==> config.mk <==
export PLATFORM = sky130hd
export DESIGN_NAME = nand_bundle_fault_campaign
export DESIGN_NICKNAME = d
export VERILOG_FILES = /design/src/rtl/nand_bundle_fault_campaign.sv
export SDC_FILE = /design/constraint.sdc
export NUM_CORES = 1
export LEC_CHECK = 0
export ABC_AREA = 1
export ABC_CLOCK_PERIOD_IN_PS = 3800
export CORE_AREA = 4 4 187 189
export CTS_CLUSTER_DIAMETER = 30
export DETAILED_ROUTE_END_ITERATION = 12
export DIE_AREA = 0 0 191 193
export PLACE_DENSITY_LB_ADDON = 0.15
export SYNTH_ARGS = -nofsm -noshare
export SYNTH_HDL_FRONTEND = slang
export SYNTH_SLANG_ARGS = --single-unit
==> constraint.sdc <==
create_clock -name clk -period 3.8 [get_ports clk]
set_input_delay 0.38 -clock clk [delete_from_list [all_inputs] [get_ports clk]]
set_output_delay 0.38 -clock clk [all_outputs]
set_load 0.01 [all_outputs]
==> src/rtl/nand_bundle_fault_campaign.sv <==
// -----------------------------------------------------------------------------
// nand_bundle_fault_campaign
//
// Self-checking campaign engine for a multiplexed (bundled) logic circuit.
// Each trial draws two logical operand bits from a 16-bit Galois LFSR and
// drives each one as an N-wire bundle (all ones or all zeros). The engine
// waits for the circuit's valid, majority-decodes the returned bundle and
// compares it with the golden function of the operands. Logical errors,
// individual wire errors and timeouts are accumulated over NUM_TRIALS trials.
//
// Ports
//   clk            in   single clock, rising edge
//   reset          in   synchronous, active-high reset
//   start_i        in   one-cycle pulse, starts a campaign when idle or done
//   x_o, y_o       out  [N]     operand bundles to the circuit
//   z_i            in   [N]     output bundle from the circuit
//   valid_i        in   circuit result valid
//   busy_o         out  campaign in progress
//   done_o         out  campaign finished (sticky until next start)
//   trials_o       out  [CNT_W] completed trials, timeouts included
//   logical_err_o  out  [CNT_W] trials whose decoded z differed from golden
//   wire_err_o     out  [CNT_W] total wires of z that differed from golden
//   timeout_o      out  [CNT_W] abandoned trials
// -----------------------------------------------------------------------------
module nand_bundle_fault_campaign #(
  parameter int          N          = 10,
  parameter int          NUM_TRIALS = 1000,
  parameter int          CNT_W      = 32,
  parameter int          THRESHOLD  = N / 2 + 1,
  parameter int          GUARD      = 2,
  parameter int          TIMEOUT    = 64,
  parameter logic [15:0] SEED       = 16'hACE1,
  parameter int          MODE       = 0
) (
  input  logic             clk,
  input  logic             reset,
  input  logic             start_i,
  output logic [N-1:0]     x_o,
  output logic [N-1:0]     y_o,
  input  logic [N-1:0]     z_i,
  input  logic             valid_i,
  output logic             busy_o,
  output logic             done_o,
  output logic [CNT_W-1:0] trials_o,
  output logic [CNT_W-1:0] logical_err_o,
  output logic [CNT_W-1:0] wire_err_o,
  output logic [CNT_W-1:0] timeout_o
);

  localparam int PC_W = $clog2(N + 1);
  localparam int TR_W = $clog2(NUM_TRIALS + 1);
  localparam int WT_W = $clog2(TIMEOUT);

  localparam logic [15:0]      SEED_EFF     = (SEED == 16'h0000) ? 16'h0001 : SEED;
  localparam logic [15:0]      LFSR_MASK    = 16'hB400;
  localparam logic [CNT_W-1:0] CNT_MAX      = '1;
  // The LOAD cycle is the first guard cycle, so valid is accepted once
  // GUARD-1 WAIT cycles have elapsed: a trial then takes GUARD+2 cycles.
  localparam logic [WT_W-1:0]  GUARD_LAST   = WT_W'(GUARD - 1);
  localparam logic [WT_W-1:0]  TIMEOUT_LAST = WT_W'(TIMEOUT - 1);
  localparam logic [TR_W-1:0]  TRIAL_LAST   = TR_W'(NUM_TRIALS - 1);

  typedef enum logic [2:0] {
    S_IDLE,
    S_LOAD,
    S_WAIT,
    S_CHECK,
    S_DONE
  } state_t;

  function automatic logic [PC_W-1:0] popcount(input logic [N-1:0] v);
    logic [PC_W-1:0] c;
    c = '0;
    for (int i = 0; i < N; i++) c = c + PC_W'(v[i]);
    return c;
  endfunction

  function automatic logic [CNT_W-1:0] sat_inc(input logic [CNT_W-1:0] c);
    return (c == CNT_MAX) ? c : c + 1'b1;
  endfunction

  function automatic logic [CNT_W-1:0] sat_add(input logic [CNT_W-1:0] c,
                                               input logic [PC_W-1:0]  a);
    logic [CNT_W:0] sum;
    sum = {1'b0, c} + (CNT_W + 1)'(a);
    return sum[CNT_W] ? CNT_MAX : sum[CNT_W-1:0];
  endfunction

  function automatic logic golden_fn(input logic a, input logic b);
    case (MODE)
      0:       return ~(a & b);
      1:       return a & b;
      2:       return a ^ b;
      default: return a | b;
    endcase
  endfunction

  state_t           r_state;
  state_t           w_state_next;
  logic [15:0]      r_lfsr;
  logic [15:0]      w_lfsr_next;
  logic [N-1:0]     r_x;
  logic [N-1:0]     r_y;
  logic [N-1:0]     r_z;
  logic             r_golden;
  logic [WT_W-1:0]  r_wait_cnt;
  logic [TR_W-1:0]  r_trial_cnt;
  logic             r_busy;
  logic             r_done;
  logic [CNT_W-1:0] r_trials;
  logic [CNT_W-1:0] r_logical_err;
  logic [CNT_W-1:0] r_wire_err;
  logic [CNT_W-1:0] r_timeout;

  logic             w_accept;
  logic             w_timeout;
  logic             w_last_trial;
  logic [PC_W-1:0]  w_wire_diff;
  logic             w_decoded;

  assign w_lfsr_next  = {1'b0, r_lfsr[15:1]} ^ (r_lfsr[0] ? LFSR_MASK : 16'h0000);
  // Acceptance outranks a timeout landing on the same cycle.
  assign w_accept     = (r_state == S_WAIT) && valid_i && (r_wait_cnt >= GUARD_LAST);
  assign w_timeout    = (r_state == S_WAIT) && !w_accept && (r_wait_cnt == TIMEOUT_LAST);
  // Termination uses its own counter so saturated statistics cannot stall it.
  assign w_last_trial = (r_trial_cnt == TRIAL_LAST);
  assign w_wire_diff  = popcount(r_z ^ {N{r_golden}});
  // A threshold above N can never be met, so decoded stays 0 in that case.
  assign w_decoded    = int'(popcount(r_z)) >= THRESHOLD;

  // NOTE: every combinational output gets a default first so no path can
  // leave it unassigned and infer a latch.
  always_comb begin
    w_state_next = r_state;
    case (r_state)
      S_IDLE, S_DONE: if (start_i) w_state_next = S_LOAD;
      S_LOAD:         w_state_next = S_WAIT;
      S_WAIT: begin
        if (w_accept)       w_state_next = S_CHECK;
        else if (w_timeout) w_state_next = w_last_trial ? S_DONE : S_LOAD;
      end
      S_CHECK:        w_state_next = w_last_trial ? S_DONE : S_LOAD;
      default:        w_state_next = S_IDLE;
    endcase
  end

  // NOTE: state is updated with non-blocking assignments so every register
  // samples the pre-edge values, independent of statement order.
  always_ff @(posedge clk) begin
    if (reset) begin
      r_state       <= S_IDLE;
      r_lfsr        <= SEED_EFF;
      r_x           <= '0;
      r_y           <= '0;
      r_z           <= '0;
      r_golden      <= 1'b0;
      r_wait_cnt    <= '0;
      r_trial_cnt   <= '0;
      r_busy        <= 1'b0;
      r_done        <= 1'b0;
      r_trials      <= '0;
      r_logical_err <= '0;
      r_wire_err    <= '0;
      r_timeout     <= '0;
    end else begin
      r_state <= w_state_next;
      r_busy  <= (w_state_next == S_LOAD) || (w_state_next == S_WAIT) ||
                 (w_state_next == S_CHECK);
      r_done  <= (w_state_next == S_DONE);

      case (r_state)
        S_IDLE, S_DONE: begin
          if (start_i) begin
            r_lfsr        <= SEED_EFF;
            r_trial_cnt   <= '0;
            r_trials      <= '0;
            r_logical_err <= '0;
            r_wire_err    <= '0;
            r_timeout     <= '0;
          end
        end
        S_LOAD: begin
          r_lfsr     <= w_lfsr_next;
          r_x        <= {N{w_lfsr_next[0]}};
          r_y        <= {N{w_lfsr_next[1]}};
          r_golden   <= golden_fn(w_lfsr_next[0], w_lfsr_next[1]);
          r_wait_cnt <= '0;
        end
        S_WAIT: begin
          if (w_accept) begin
            r_z <= z_i;
          end else if (w_timeout) begin
            r_timeout   <= sat_inc(r_timeout);
            r_trials    <= sat_inc(r_trials);
            r_trial_cnt <= r_trial_cnt + 1'b1;
          end else begin
            r_wait_cnt <= r_wait_cnt + 1'b1;
          end
        end
        S_CHECK: begin
          r_wire_err  <= sat_add(r_wire_err, w_wire_diff);
          r_trials    <= sat_inc(r_trials);
          r_trial_cnt <= r_trial_cnt + 1'b1;
          if (w_decoded != r_golden) r_logical_err <= sat_inc(r_logical_err);
        end
        default: ;
      endcase
    end
  end

  assign x_o           = r_x;
  assign y_o           = r_y;
  assign busy_o        = r_busy;
  assign done_o        = r_done;
  assign trials_o      = r_trials;
  assign logical_err_o = r_logical_err;
  assign wire_err_o    = r_wire_err;
  assign timeout_o     = r_timeout;

endmodule

==> results of run 1 <==
==> report_power, final <==
group / switching, uW / leakage (uW) / total [uW] / internal (uW)
Clock: 838 / 0.000289 / 1900 / 1070
Combinational: 380 / 0.00334 / 582 / 202
Sequential: 33.2 / 0.00144 / 1930 / 1890
Total: 1250 / 0.00507 / 4410 / 3160
==> stage by stage <==
step	total power [uW]	area (um2)	utilization	cells
floorplan	2350	11600	-	1902
global placement	2520	13600	0.408	2466
detailed placement	2520	13600	0.408	2466
CTS	4450	14200	0.427	2499
global route	4620	14500	0.437	2505
finish	4410	14500	0.437	2505
==> synth_stat cells, drive strengths merged <==
| library cell | instances |
|---|---|
| nand2 | 635 |
| nor2 | 380 |
| dfxtp | 178 |
| inv | 175 |
| nand3 | 126 |
| a21oi | 124 |
| buf | 47 |
| o21ai | 34 |
| nand4 | 30 |
| clkbuf | 29 |
| xor2 | 29 |
| xnor2 | 28 |
| nor3 | 19 |
| ha | 15 |
| fa | 12 |
| nand3b | 10 |
| o21bai | 8 |
| o22ai | 7 |
| or2 | 4 |
| a211oi | 3 |
| and3 | 2 |
| nor3b | 2 |
| a21o | 1 |
| a221oi | 1 |
| a31oi | 1 |
| clkinv | 1 |
| o31ai | 1 |
==> layout make-up <==
type / count / area (um2) / share of cell area
Tap cell: 448 / 561 / 0.0386
Inverter: 176 / 668 / 0.0460
Clock buffer: 19 / 443 / 0.0305
Timing Repair Buffer: 199 / 2000 / 0.138
Sequential cell: 178 / 3580 / 0.246
Clock inverter: 13 / 175 / 0.0121
Multi-Input combinational cell: 1472 / 7110 / 0.489
==> flip-flops by register name, indices dropped and copies added, names as in the netlist <==
name and flops:
x_o 1, timeout_o 32, busy_o 1, wire_err_o 32
y_o 1, r_trial_cnt 10, r_state 3, trials_o 32
r_lfsr 16, r_golden 1, done_o 1, r_wait_cnt 6
r_z 10, logical_err_o 32
==> placed cells by master (no fill, tap or decap), types with 15 or more instances in the layout <==
cell type	synthesis	layout
clkbuf_16	0	20
xnor2_1	28	28
o21ai_0	31	30
inv_2	11	15
xor2_1	29	27
buf_4	26	27
nand2_1	626	609
clkdlybuf4s50_1	0	162
inv_1	163	158
nor2_1	359	356
nand3_1	124	112
dfxtp_1	178	173
nand4_1	30	30
nor3_1	17	17
nand2_2	7	19
nor2_2	16	18
a21oi_1	124	111
==> worst register-to-register path: cells and delay by family, from the launching register on <==
family / cells / cell delay, ns
adder cells (fa/ha/maj): 5 / 2.00
buffers and inverters: 5 / 0.44
flip-flops: 1 / 0.38
AND/OR/NAND/NOR: 5 / 0.37
AO/OA/AOI/OAI: 2 / 0.23
XOR/XNOR: 1 / 0.15
==> routing by layer <==
metal	vias to the layer above	wire (um)
met5	-	0
met1	5544	16700
met2	268	17000
met4	0	522
li1	6257	-
met3	34	1380
==> cell families after synthesis <==
group	count (synthesis)
and+or+nand+nor	1208
xor gates and xnor gates	57
DFF	178
AOI/OAI and AO/OA	180
buffers and inverters	252
adders and majority gates	27
==> final timing paths <==
check | startpoint | cells past startpoint | end
worst max register to register | r_golden | 18 | wire_err_o[31]
worst max-delay path | r_golden | 18 | wire_err_o[31]
worst min-delay path | r_lfsr[5] | 2 | r_lfsr[4]
worst min register to register | r_lfsr[5] | 2 | r_lfsr[4]
==> timing repair <==
item                       CTS  global route
cloned                       0             3
pin swaps                    3            17
setup endpoints to repair   64            64
resized for setup            5            65
hold buffers                 0             0
buffers inserted             1             3
==> out/metrics.cfg, run 1 <==
[yosys]
ys_seq_area_frac = 0.309
synth_fa_ha_area_frac = 0.0371
syn_area_mm2 = 0.0115
muxShareOfSynthArea = 0
synth_simple_gate_area_frac = 0.434
yosys_warnings = 0
syn_avg_cell_area_um2 = 6.06
synth_top_family_by_area = simple AND/OR/NAND/NOR gates
syn_inst = 1902
yosys-top-cells-area = dfxtp_1 31%, nand2_1 20%, nor2_1 12%, a21oi_1 5.4%, nand3_1 5.4%
synth_cell_types = 41
synth_nets = 1943
yosys.area.top_type = dfxtp_1
yosys.area.top_type_share = 0.309
synth-xor-area-share = 0.0433
synth_compound_area_frac = 0.0822
synth.ff_latch_count = 178

[global_routing]
grt.met3_usage = 0.0288
gr-total-overflow = 0
grt_pass1_wl_um = 57000
grt_pass1_vias = 11300
track_usage = 0.188
grt_use_met2 = 0.321
met1_usage = 0.248
grt_max_degree = 66
top_usage_layer = met2
antenna_found_initial = 0

[timing]
finClkSkew_ns = 0.0103
hold_slack_ns = 0.466
setup_violations = 0
final-hold-violation-count = 0
setup_tns_ns = 0
worst_slew_pin_slew_ns = 1.10
period_minus_slack_ns = 3.73
maxSlewHeadroom = 0.261
max_freq_mhz = 268
finalCritPeriodShare = 0.981
rsz0062_at_grt = yes
setup_slack_ns = 0.0711
drv_slew = 0

[final_layout]
area_delta_synth_final_pct = 26.2
diodes = 0
nets = 2085
nFillCells = 3564
drive_gt1_frac = 0.0860

[routing]
routed_wl_um = 35600
drc_errors = 0
first_pass_iters = 6
vias_per_cell = 4.83
drt-initial-drc-count = 660
avgRoutedWirePerCell_um = 14.2
num_vias = 12100
ant_nets = 0

[worst_setup_path]
crit_path_end_kind = flip-flop
cp_top_family = adder cells
worstPathRequired_ns = 4.10
path_class = reg2reg
worstPathArrival_ns = 4.03
crit_path_cell_trace = buf_6, xor2_1, ha_1, fa_1, inv_2, fa_1, fa_2, inv_2, fa_2, a21oi_4, inv_2, nand2_4, nor2_4, nand2_4, buf_8, nand3_1, nand2_1, a21oi_2
path_max_fanout = 7
critPathBufInv = 5
cp-start-kind = flip-flop
regToRegSetupSlack_ns = 0.07
cp_slowest_cell = fa_1
cp_common_cell = inv_2
slowest_delay_ns = 0.55

[cts]
htree_levels = 4
cts_sinks = 178
clk_latency_ns = 0.45
clockBufferDepth = 2
cts_buffers = 17
cts_tree = yes
clkSlewWorstSetupHoldPaths_ns = 0.07
cts-root-buf = clkbuf_16

[outcome]
status = finished, final reports clean

[floorplanning]
core_mm2 = 0.0333
placementRows = 67
die_area_mm2 = 0.0369
boundaryPins = 164
die_width_um = 191
die_h_um = 193
start_util = 0.346

[placement]
dp_hpwl_um = 25900
gp_congestion = 0.884
io_buffers = 163
dpl_worst_slack_ns = -0.114

[worst_hold_path]
worstHoldPathType = reg2reg

[power_and_ir_drop]
ir_worst_vdd_v = 0.000301
leakagePower_uw = 0.00507
power.density_mw_per_mm2 = 304

[flow_run]
drv_cap = 0

Power figures use the tool's default switching activity.
==> run 2, diff against run 1 <==
--- a/config.mk
+++ b/config.mk
@@ -9,6 +9,7 @@
 export ABC_CLOCK_PERIOD_IN_PS = 3800
 export CORE_AREA = 4 4 187 189
 export CTS_CLUSTER_DIAMETER = 30
+export CTS_CLUSTER_SIZE = 40
 export DETAILED_ROUTE_END_ITERATION = 12
 export DIE_AREA = 0 0 191 193
 export PLACE_DENSITY_LB_ADDON = 0.15
==> results of run 2 <==
Same layout as run 1: the final DEF is identical, and so are final timing and power.
